**config.mk**
```make
export PLATFORM = sky130hd
export DESIGN_NAME = mem_access_ctrl_flat
export DESIGN_NICKNAME = d
export VERILOG_FILES = /design/src/rtl/mem_access_ctrl_pkg.sv /design/src/rtl/mem_access_ctrl_if.sv /design/src/rtl/mem_access_ctrl_lane_align.sv /design/src/rtl/mem_access_ctrl.sv /design/src/flat_wrapper.sv
export SDC_FILE = /design/constraint.sdc
export NUM_CORES = 1
export LEC_CHECK = 0
export ABC_AREA = 0
export BUFFER_PORTS_ARGS = -buffer_cell sky130_fd_sc_hd__buf_2
export CORE_UTILIZATION = 25
export CTS_CLUSTER_DIAMETER = 60
export DETAILED_ROUTE_END_ITERATION = 10
export GPL_TIMING_DRIVEN = 0
export PLACE_DENSITY = 0.42
export REMOVE_ABC_BUFFERS = 1
export SYNTH_ARGS = -nofsm -noshare
export SYNTH_HDL_FRONTEND = slang
export SYNTH_SLANG_ARGS = --single-unit
```
**constraint.sdc**
```tcl
create_clock -name clock -period 2.5 [get_ports clock]
set_clock_uncertainty 0.15 [all_clocks]
set_input_delay 0.375 -clock clock [delete_from_list [all_inputs] [get_ports clock]]
set_output_delay 0.375 -clock clock [all_outputs]
set_load 0.1 [all_outputs]
```
**src/rtl/mem_access_ctrl_pkg.sv**
```systemverilog
// Shared definitions for the MEM-stage data-memory access controller:
// operation codes, FSM states and operand classification helpers.
package mem_access_ctrl_pkg;

  localparam int DATA_W = 32;

  typedef enum logic [3:0] {
    OP_NONE = 4'd0,
    OP_LB   = 4'd1,
    OP_LBU  = 4'd2,
    OP_LH   = 4'd3,
    OP_LHU  = 4'd4,
    OP_LW   = 4'd5,
    OP_SB   = 4'd6,
    OP_SH   = 4'd7,
    OP_SW   = 4'd8
  } mem_op_e;

  typedef enum logic [1:0] {
    IDLE     = 2'd0,
    WAIT_ACK = 2'd1,
    DONE     = 2'd2
  } state_e;

  function automatic logic op_valid(logic [3:0] op);
    return (op >= 4'd1) && (op <= 4'd8);
  endfunction

  function automatic logic is_load(logic [3:0] op);
    return (op >= 4'd1) && (op <= 4'd5);
  endfunction

  function automatic logic is_store(logic [3:0] op);
    return (op >= 4'd6) && (op <= 4'd8);
  endfunction

  function automatic logic misaligned(logic [3:0] op, logic [1:0] offset);
    case (op)
      OP_LH, OP_LHU, OP_SH: return offset[0];
      OP_LW, OP_SW:         return |offset;
      default:              return 1'b0;
    endcase
  endfunction

endpackage

```
**src/rtl/mem_access_ctrl_if.sv**
```systemverilog
// Pipeline-side and bus-side signals of the memory access controller.
// master = controller view, slave = pipeline/memory view.
interface mem_access_ctrl_if;
  import mem_access_ctrl_pkg::*;

  logic [3:0]        mem_op;
  logic [DATA_W-1:0] mem_addr;
  logic [DATA_W-1:0] mem_store_data;
  logic              stall_request;
  logic [DATA_W-1:0] load_data;
  logic              load_valid;
  logic              misalign_exception;
  logic              bus_error;
  logic              bus_req;
  logic              bus_we;
  logic [DATA_W-1:0] bus_addr;
  logic [3:0]        bus_sel;
  logic [DATA_W-1:0] bus_wdata;
  logic              bus_ack;
  logic [DATA_W-1:0] bus_rdata;

  modport master (
    input  mem_op, mem_addr, mem_store_data, bus_ack, bus_rdata,
    output stall_request, load_data, load_valid, misalign_exception, bus_error,
    output bus_req, bus_we, bus_addr, bus_sel, bus_wdata
  );

  modport slave (
    output mem_op, mem_addr, mem_store_data, bus_ack, bus_rdata,
    input  stall_request, load_data, load_valid, misalign_exception, bus_error,
    input  bus_req, bus_we, bus_addr, bus_sel, bus_wdata
  );

endinterface

```
**src/rtl/mem_access_ctrl_lane_align.sv**
```systemverilog
// Combinational big-endian lane steering: byte enables and replicated write
// data for stores, sub-word extraction and extension for loads.
module mem_access_ctrl_lane_align
  import mem_access_ctrl_pkg::*;
(
  input  logic [3:0]        op,
  input  logic [1:0]        offset,
  input  logic [DATA_W-1:0] store_data,
  input  logic [DATA_W-1:0] rdata,
  output logic [3:0]        sel,
  output logic [DATA_W-1:0] wdata,
  output logic [DATA_W-1:0] load_data
);

  function automatic logic [DATA_W-1:0] sext8(logic signed [7:0] v);
    logic signed [DATA_W-1:0] w;
    w = {{(DATA_W-8){v[7]}}, v};
    return w;
  endfunction

  function automatic logic [DATA_W-1:0] sext16(logic signed [15:0] v);
    logic signed [DATA_W-1:0] w;
    w = {{(DATA_W-16){v[15]}}, v};
    return w;
  endfunction

  logic [7:0]  rbyte;
  logic [15:0] rhalf;

  // Offset 0 is the most significant byte of the word.
  always_comb begin
    rbyte = rdata[7:0];
    case (offset)
      2'd0:    rbyte = rdata[31:24];
      2'd1:    rbyte = rdata[23:16];
      2'd2:    rbyte = rdata[15:8];
      default: rbyte = rdata[7:0];
    endcase
    rhalf = offset[1] ? rdata[15:0] : rdata[31:16];
  end

  always_comb begin
    load_data = '0;
    case (op)
      OP_LB:   load_data = sext8(rbyte);
      OP_LBU:  load_data = {24'd0, rbyte};
      OP_LH:   load_data = sext16(rhalf);
      OP_LHU:  load_data = {16'd0, rhalf};
      OP_LW:   load_data = rdata;
      default: load_data = '0;
    endcase
  end

  always_comb begin
    sel   = 4'b0000;
    wdata = '0;
    case (op)
      OP_LB, OP_LBU, OP_SB: begin
        sel   = 4'b1000 >> offset;
        wdata = {4{store_data[7:0]}};
      end
      OP_LH, OP_LHU, OP_SH: begin
        sel   = offset[1] ? 4'b0011 : 4'b1100;
        wdata = {2{store_data[15:0]}};
      end
      OP_LW, OP_SW: begin
        sel   = 4'b1111;
        wdata = store_data;
      end
      default: begin
        sel   = 4'b0000;
        wdata = '0;
      end
    endcase
  end

endmodule

```
**src/rtl/mem_access_ctrl.sv**
```systemverilog
// MEM-stage load/store sequencer: issues one req/ack bus access per op,
// stalls the pipeline while it is outstanding and aborts on timeout.
module mem_access_ctrl
  import mem_access_ctrl_pkg::*;
#(
  parameter int TIMEOUT_CYCLES = 255,
  parameter int TIMEOUT_WIDTH  = 8
) (
  input  logic              clock,
  input  logic              reset,
  mem_access_ctrl_if.master mif
);

  localparam logic [TIMEOUT_WIDTH-1:0] LAST_WAIT = TIMEOUT_WIDTH'(TIMEOUT_CYCLES - 1);

  state_e                   state, state_next;
  logic [TIMEOUT_WIDTH-1:0] count;
  logic [3:0]               op_r;
  logic [1:0]               off_r;

  logic                     op_ok;
  logic                     mis;
  logic                     issue;
  logic                     timeout_hit;
  logic [3:0]               align_op;
  logic [1:0]               align_off;
  logic [3:0]               align_sel;
  logic [DATA_W-1:0]        align_wdata;
  logic [DATA_W-1:0]        align_load;

  assign op_ok       = op_valid(mif.mem_op);
  assign mis         = misaligned(mif.mem_op, mif.mem_addr[1:0]);
  assign issue       = op_ok && !mis;
  assign timeout_hit = (count == LAST_WAIT);

  assign mif.misalign_exception = op_ok && mis;
  assign mif.stall_request      = ((state == IDLE) && issue) || (state == WAIT_ACK);
  assign mif.load_valid         = (state == DONE) && is_load(op_r);

  // In IDLE the lanes follow the presented op; afterwards the latched op.
  assign align_op  = (state == IDLE) ? mif.mem_op : op_r;
  assign align_off = (state == IDLE) ? mif.mem_addr[1:0] : off_r;

  mem_access_ctrl_lane_align u_align (
    .op         (align_op),
    .offset     (align_off),
    .store_data (mif.mem_store_data),
    .rdata      (mif.bus_rdata),
    .sel        (align_sel),
    .wdata      (align_wdata),
    .load_data  (align_load)
  );

  always_ff @(posedge clock) begin
    if (reset) state <= IDLE;
    else       state <= state_next;
  end

  // An ack in the last allowed wait cycle is checked first, so it wins.
  always_comb begin
    state_next = state;
    case (state)
      IDLE:     if (issue) state_next = WAIT_ACK;
      WAIT_ACK: if (mif.bus_ack || timeout_hit) state_next = DONE;
      DONE:     state_next = IDLE;
      default:  state_next = IDLE;
    endcase
  end

  always_ff @(posedge clock) begin
    if (reset) begin
      count         <= '0;
      mif.bus_req   <= 1'b0;
      mif.bus_we    <= 1'b0;
      mif.bus_error <= 1'b0;
      mif.bus_addr  <= '0;
      mif.bus_sel   <= 4'b0000;
      mif.bus_wdata <= '0;
      mif.load_data <= '0;
    end else begin
      mif.bus_error <= 1'b0;
      case (state)
        IDLE: begin
          if (issue) begin
            op_r          <= mif.mem_op;
            off_r         <= mif.mem_addr[1:0];
            mif.bus_addr  <= {mif.mem_addr[31:2], 2'b00};
            mif.bus_sel   <= align_sel;
            mif.bus_wdata <= align_wdata;
            mif.bus_req   <= 1'b1;
            mif.bus_we    <= is_store(mif.mem_op);
            count         <= '0;
          end
        end
        WAIT_ACK: begin
          if (mif.bus_ack) begin
            mif.load_data <= align_load;
            mif.bus_req   <= 1'b0;
            mif.bus_we    <= 1'b0;
          end else if (timeout_hit) begin
            mif.load_data <= '0;
            mif.bus_req   <= 1'b0;
            mif.bus_we    <= 1'b0;
            mif.bus_error <= 1'b1;
          end else begin
            count <= count + 1'b1;
          end
        end
        default: ;
      endcase
    end
  end

endmodule

```
**src/flat_wrapper.sv**
```systemverilog
// flat-port wrapper written by rule: the top's interface ports become plain ports
module mem_access_ctrl_flat import mem_access_ctrl_pkg::*;
#(
  parameter int TIMEOUT_CYCLES = 255,
  parameter int TIMEOUT_WIDTH  = 8
)
  (clock, reset, mif_mem_op, mif_mem_addr, mif_mem_store_data, mif_bus_ack, mif_bus_rdata, mif_stall_request, mif_load_data, mif_load_valid, mif_misalign_exception, mif_bus_error, mif_bus_req, mif_bus_we, mif_bus_addr, mif_bus_sel, mif_bus_wdata);
  mem_access_ctrl_if mif_i ();
  input  logic clock;
  input  logic reset;
  input wire logic [$bits(mif_i.mem_op)-1:0] mif_mem_op;
  input wire logic [$bits(mif_i.mem_addr)-1:0] mif_mem_addr;
  input wire logic [$bits(mif_i.mem_store_data)-1:0] mif_mem_store_data;
  input wire logic [$bits(mif_i.bus_ack)-1:0] mif_bus_ack;
  input wire logic [$bits(mif_i.bus_rdata)-1:0] mif_bus_rdata;
  output wire logic [$bits(mif_i.stall_request)-1:0] mif_stall_request;
  output wire logic [$bits(mif_i.load_data)-1:0] mif_load_data;
  output wire logic [$bits(mif_i.load_valid)-1:0] mif_load_valid;
  output wire logic [$bits(mif_i.misalign_exception)-1:0] mif_misalign_exception;
  output wire logic [$bits(mif_i.bus_error)-1:0] mif_bus_error;
  output wire logic [$bits(mif_i.bus_req)-1:0] mif_bus_req;
  output wire logic [$bits(mif_i.bus_we)-1:0] mif_bus_we;
  output wire logic [$bits(mif_i.bus_addr)-1:0] mif_bus_addr;
  output wire logic [$bits(mif_i.bus_sel)-1:0] mif_bus_sel;
  output wire logic [$bits(mif_i.bus_wdata)-1:0] mif_bus_wdata;
  assign mif_i.mem_op = mif_mem_op;
  assign mif_i.mem_addr = mif_mem_addr;
  assign mif_i.mem_store_data = mif_mem_store_data;
  assign mif_i.bus_ack = mif_bus_ack;
  assign mif_i.bus_rdata = mif_bus_rdata;
  assign mif_stall_request = mif_i.stall_request;
  assign mif_load_data = mif_i.load_data;
  assign mif_load_valid = mif_i.load_valid;
  assign mif_misalign_exception = mif_i.misalign_exception;
  assign mif_bus_error = mif_i.bus_error;
  assign mif_bus_req = mif_i.bus_req;
  assign mif_bus_we = mif_i.bus_we;
  assign mif_bus_addr = mif_i.bus_addr;
  assign mif_bus_sel = mif_i.bus_sel;
  assign mif_bus_wdata = mif_i.bus_wdata;
  mem_access_ctrl #(.TIMEOUT_CYCLES(TIMEOUT_CYCLES), .TIMEOUT_WIDTH(TIMEOUT_WIDTH)) u_core (.clock(clock), .reset(reset), .mif(mif_i));
endmodule
```
==> summary.md <==
| Metric | Value |
|---|---|
| Status | completed |
| Post-synth EDFFs | 6 |
| Top Ports | 209 |
| Cells after Synth | 660 |
| Most frequent cells in the layout | buf_2, nand2_1, dfxtp_1 |
| Tmin final | 2.427 ns |
| Synth warn | 0 |
| Non-Filler Instances | 1165 |
| Rows | 54 |
| Crit. End Element | primary output |
| Final Max Tran Viols | 0 |
| Syn avg cell area | 8.671 um2 |
| Final critical-path share of the clock period | 0.9707 |
| HPWL after detailed placement | 14.25 mm |
| CP delay by family, top | simple AND/OR/NAND/NOR gates |
| HP Class | input pin to flop |
| Max-Cap Viols | 0 |
| Clock slew at reported path FFs | 0.06 ns |
| Synth top area share | 0.3883 |
| GRT Residual Overflow | 0 |
| Worst-margin pin slew | 0.6233 ns |
| Initial DRC Count | 344 |
| Initial Util | 0.2582 |
| Hold Crit Depth | 3 |
| First-pass GRT wire length | 31.55 mm |
| Worst r2r dst | u_core.mif.load_data[8] |
| Peak VDD IR | 0.4059 mV |
| WL per Instance | 17.89 um |
| RSZ-0062 raised after global routing | yes |
| Vias in the first global route | 5438 |
| End of the worst hold path | u_core.mif.bus_wdata[17] |
| #FFs+latches synth | 117 |
| Final WL | 20.84 mm |
| Chip height | 153.3 um |
| Max clock buf depth | 2 |
| Ys async rst share | 0 |
| HP Start | mif_mem_store_data[17] |
| CP Data Arrival Time | 1.90 ns |
| Critical Path Max Stage Delay | 0.51 ns |
| # H-tree levels | 4 |
| Critical path class | input pin to primary output |
| Worst Path Required | 1.98 ns |
| Total Routing Usage GR | 0.1722 |
| Clk sink count | 117 |
| DRT Pass-1 Iters | 4 |
| Crit path cell chain | buf_2 -> or3b_2 -> a21oi_4 -> nor4_1 -> nor2_1 -> buf_4 |
| Final Hold Vio Count | 0 |
| Post-layout util | 0.3636 |
| Leading area contributor after synthesis | dfxtp_1 |
| Filler cells | 2339 |
| Share of cells above drive strength 1 | 0.3733 |
| Placed cells | 1105 |
| Via density | 4.940 |
| CTS tree | built |
| RR Startpoint | u_core.state[0] |
| Netlist Area Pre-Place | 0.005723 mm2 |
| Register-to-register setup slack | 0.08 ns |
| Core area | 0.02216 mm2 |
| Root Buffer | clkbuf_16 |
| DRC | 0 |
| Post-synthesis cell type count | 68 |
| Synth Flop Type | dfxtp_1 |
| Area post-placement | 0.007023 mm2 |
| Slowest-stage cell, CP | or3b_2 |
| Final instance area | 0.008058 mm2 |
| Die X | 153.3 um |
| ANT nets after route | 0 |
| RD Place Congestion | 0.7997 |
| CTS Buf Count | 17 |
| Synth top area cells | dfxtp_1, nand2_1, a21oi_1 |
| Seq/Total Area, Yosys | 0.4198 |
| Max Freq | 0.4121 GHz |
| P_leak | 3.341 nW |
| Worst-Skew Late Latency | 0.42 ns |
| Max FO, Critical Path | 14 |
| Buffer and inverter count on the worst path | 2 |
| Largest net degree at the start of global routing | 57 |
| Setup violations, final | 0 |
| Area growth from synthesis to layout | 40.80% |
| Startpoint types | input pin |
| Slew Limit Headroom | 0.5806 |
| CTS hold repair buffers | 0 |
| Layout Nets | 977 |
| Most common cell after layout, fill and taps aside | buf_2 |
| Worst Reg-to-Reg Cells | 8 |
| # port buffers | 206 |
| Routed vias | 5755 |
| Initial antenna violation count | 1 |
| Die area | 0.02350 mm2 |
| Pwr/cell area | 779.9 mW/mm2 |
-- sequential cells by signal (all words and copies together), names as in the netlist --
name and flops:
u_core.count 8, u_core.op_r 4, u_core.off_r 2, u_core.mif.bus_addr 30
u_core.state 2, u_core.mif.bus_error 1, u_core.mif.bus_wdata 32, u_core.mif.bus_we 1
u_core.mif.bus_req 1, u_core.mif.bus_sel 4, u_core.mif.load_data 32
-- cell usage after synthesis, types with 6 or more instances --
master,number
o21a_1,7
mux2i_1,14
nand2b_1,6
dfxtp_1,111
a22oi_1,35
a221oi_1,7
nand2_1,128
nor2_1,47
a221oi_2,13
o21ai_0,10
edfxtp_1,6
a21oi_1,60
nand3b_1,8
nand3_1,36
clkbuf_1,28
buf_2,12
a211oi_1,20
-- worst max path at each step --
stage | endpoint | from | depth (start not counted)
floorplan | mif_load_valid | u_core.op_r[1] | 3
global placement | u_core.off_r[1] | mif_mem_op[1] | 5
detailed placement | u_core.mif.load_data[31] | u_core.state[0] | 6
CTS | u_core.mif.load_data[10] | u_core.state[0] | 7
global route | u_core.mif.bus_wdata[30] | u_core.state[0] | 6
finish | mif_stall_request | mif_mem_op[0] | 6
-- tightest hold or removal path: stages --
cell and delay, ns:
buf_2 0.08, nand3_1 0.05, nand3_1 0.06
-- cells by family after synthesis --
kind of cell / share of synthesized area
DFF: 0.4198
adders and majority gates: 0.004372
buffers and inverters: 0.04198
xor gates and xnor gates: 0.01224
AOI/OAI and AO/OA: 0.2527
other: 0.0006553
and+or+nand+nor: 0.2215
muxes: 0.04678
-- cell type report --
class	count	area, um2	area share
Antenna cell	1	2.502	0.0003106
Clock buffer	18	450.4	0.05590
Clock inverter	13	122.6	0.01522
Inverter	3	11.26	0.001398
Multi-Input combinational cell	496	3286	0.4078
Sequential cell	117	2410	0.2991
Tap cell	280	350.3	0.04348
Timing Repair Buffer	237	1425	0.1769
-- per-layer routing --
layer / vias to the layer above / wire length, um / global-route usage
li1: 2853 / - / -
met1: 2724 / 9475 / 0.2278
met2: 156 / 10180 / 0.2801
met3: 22 / 837 / 0.02892
met4: 0 / 345 / 0.06349
met5: - / 0 / 0
-- through the flow --
stage / setup WS, ns / hold WS [ns] / TNS [ns] / total power [mW]
floorplan: -1.902 / 0.2912 / -90.20 / 3.333
global placement: -3.692 / 0.2854 / -285.02 / 3.775
detailed placement: -1.398 / 0.2884 / -70.33 / 3.801
CTS: -0.005765 / 0.004223 / -0.008891 / 6.288
global route: -0.008649 / 0.02823 / -0.01946 / 6.549
finish: 0.07329 / 0.02641 / 0 / 6.284
-- where the power goes --
| group | total [mW] | switching, mW | internal (mW) | leakage [nW] |
|---|---|---|---|---|
| Combinational | 1.84 | 1.38 | 0.457 | 2.11 |
| Clock | 2.39 | 0.963 | 1.43 | 0.270 |
| Sequential | 2.06 | 0.0673 | 1.99 | 0.961 |
-- repair_timing --
action                     in CTS  in global routing
pin swaps                       7                  4
setup endpoints to repair      65                 60
resized for setup              29                 13
setup buffers                   8                 17
hold endpoints to repair        0                  0
gates cloned                    0                  3
Power figures use the tool's default switching activity.
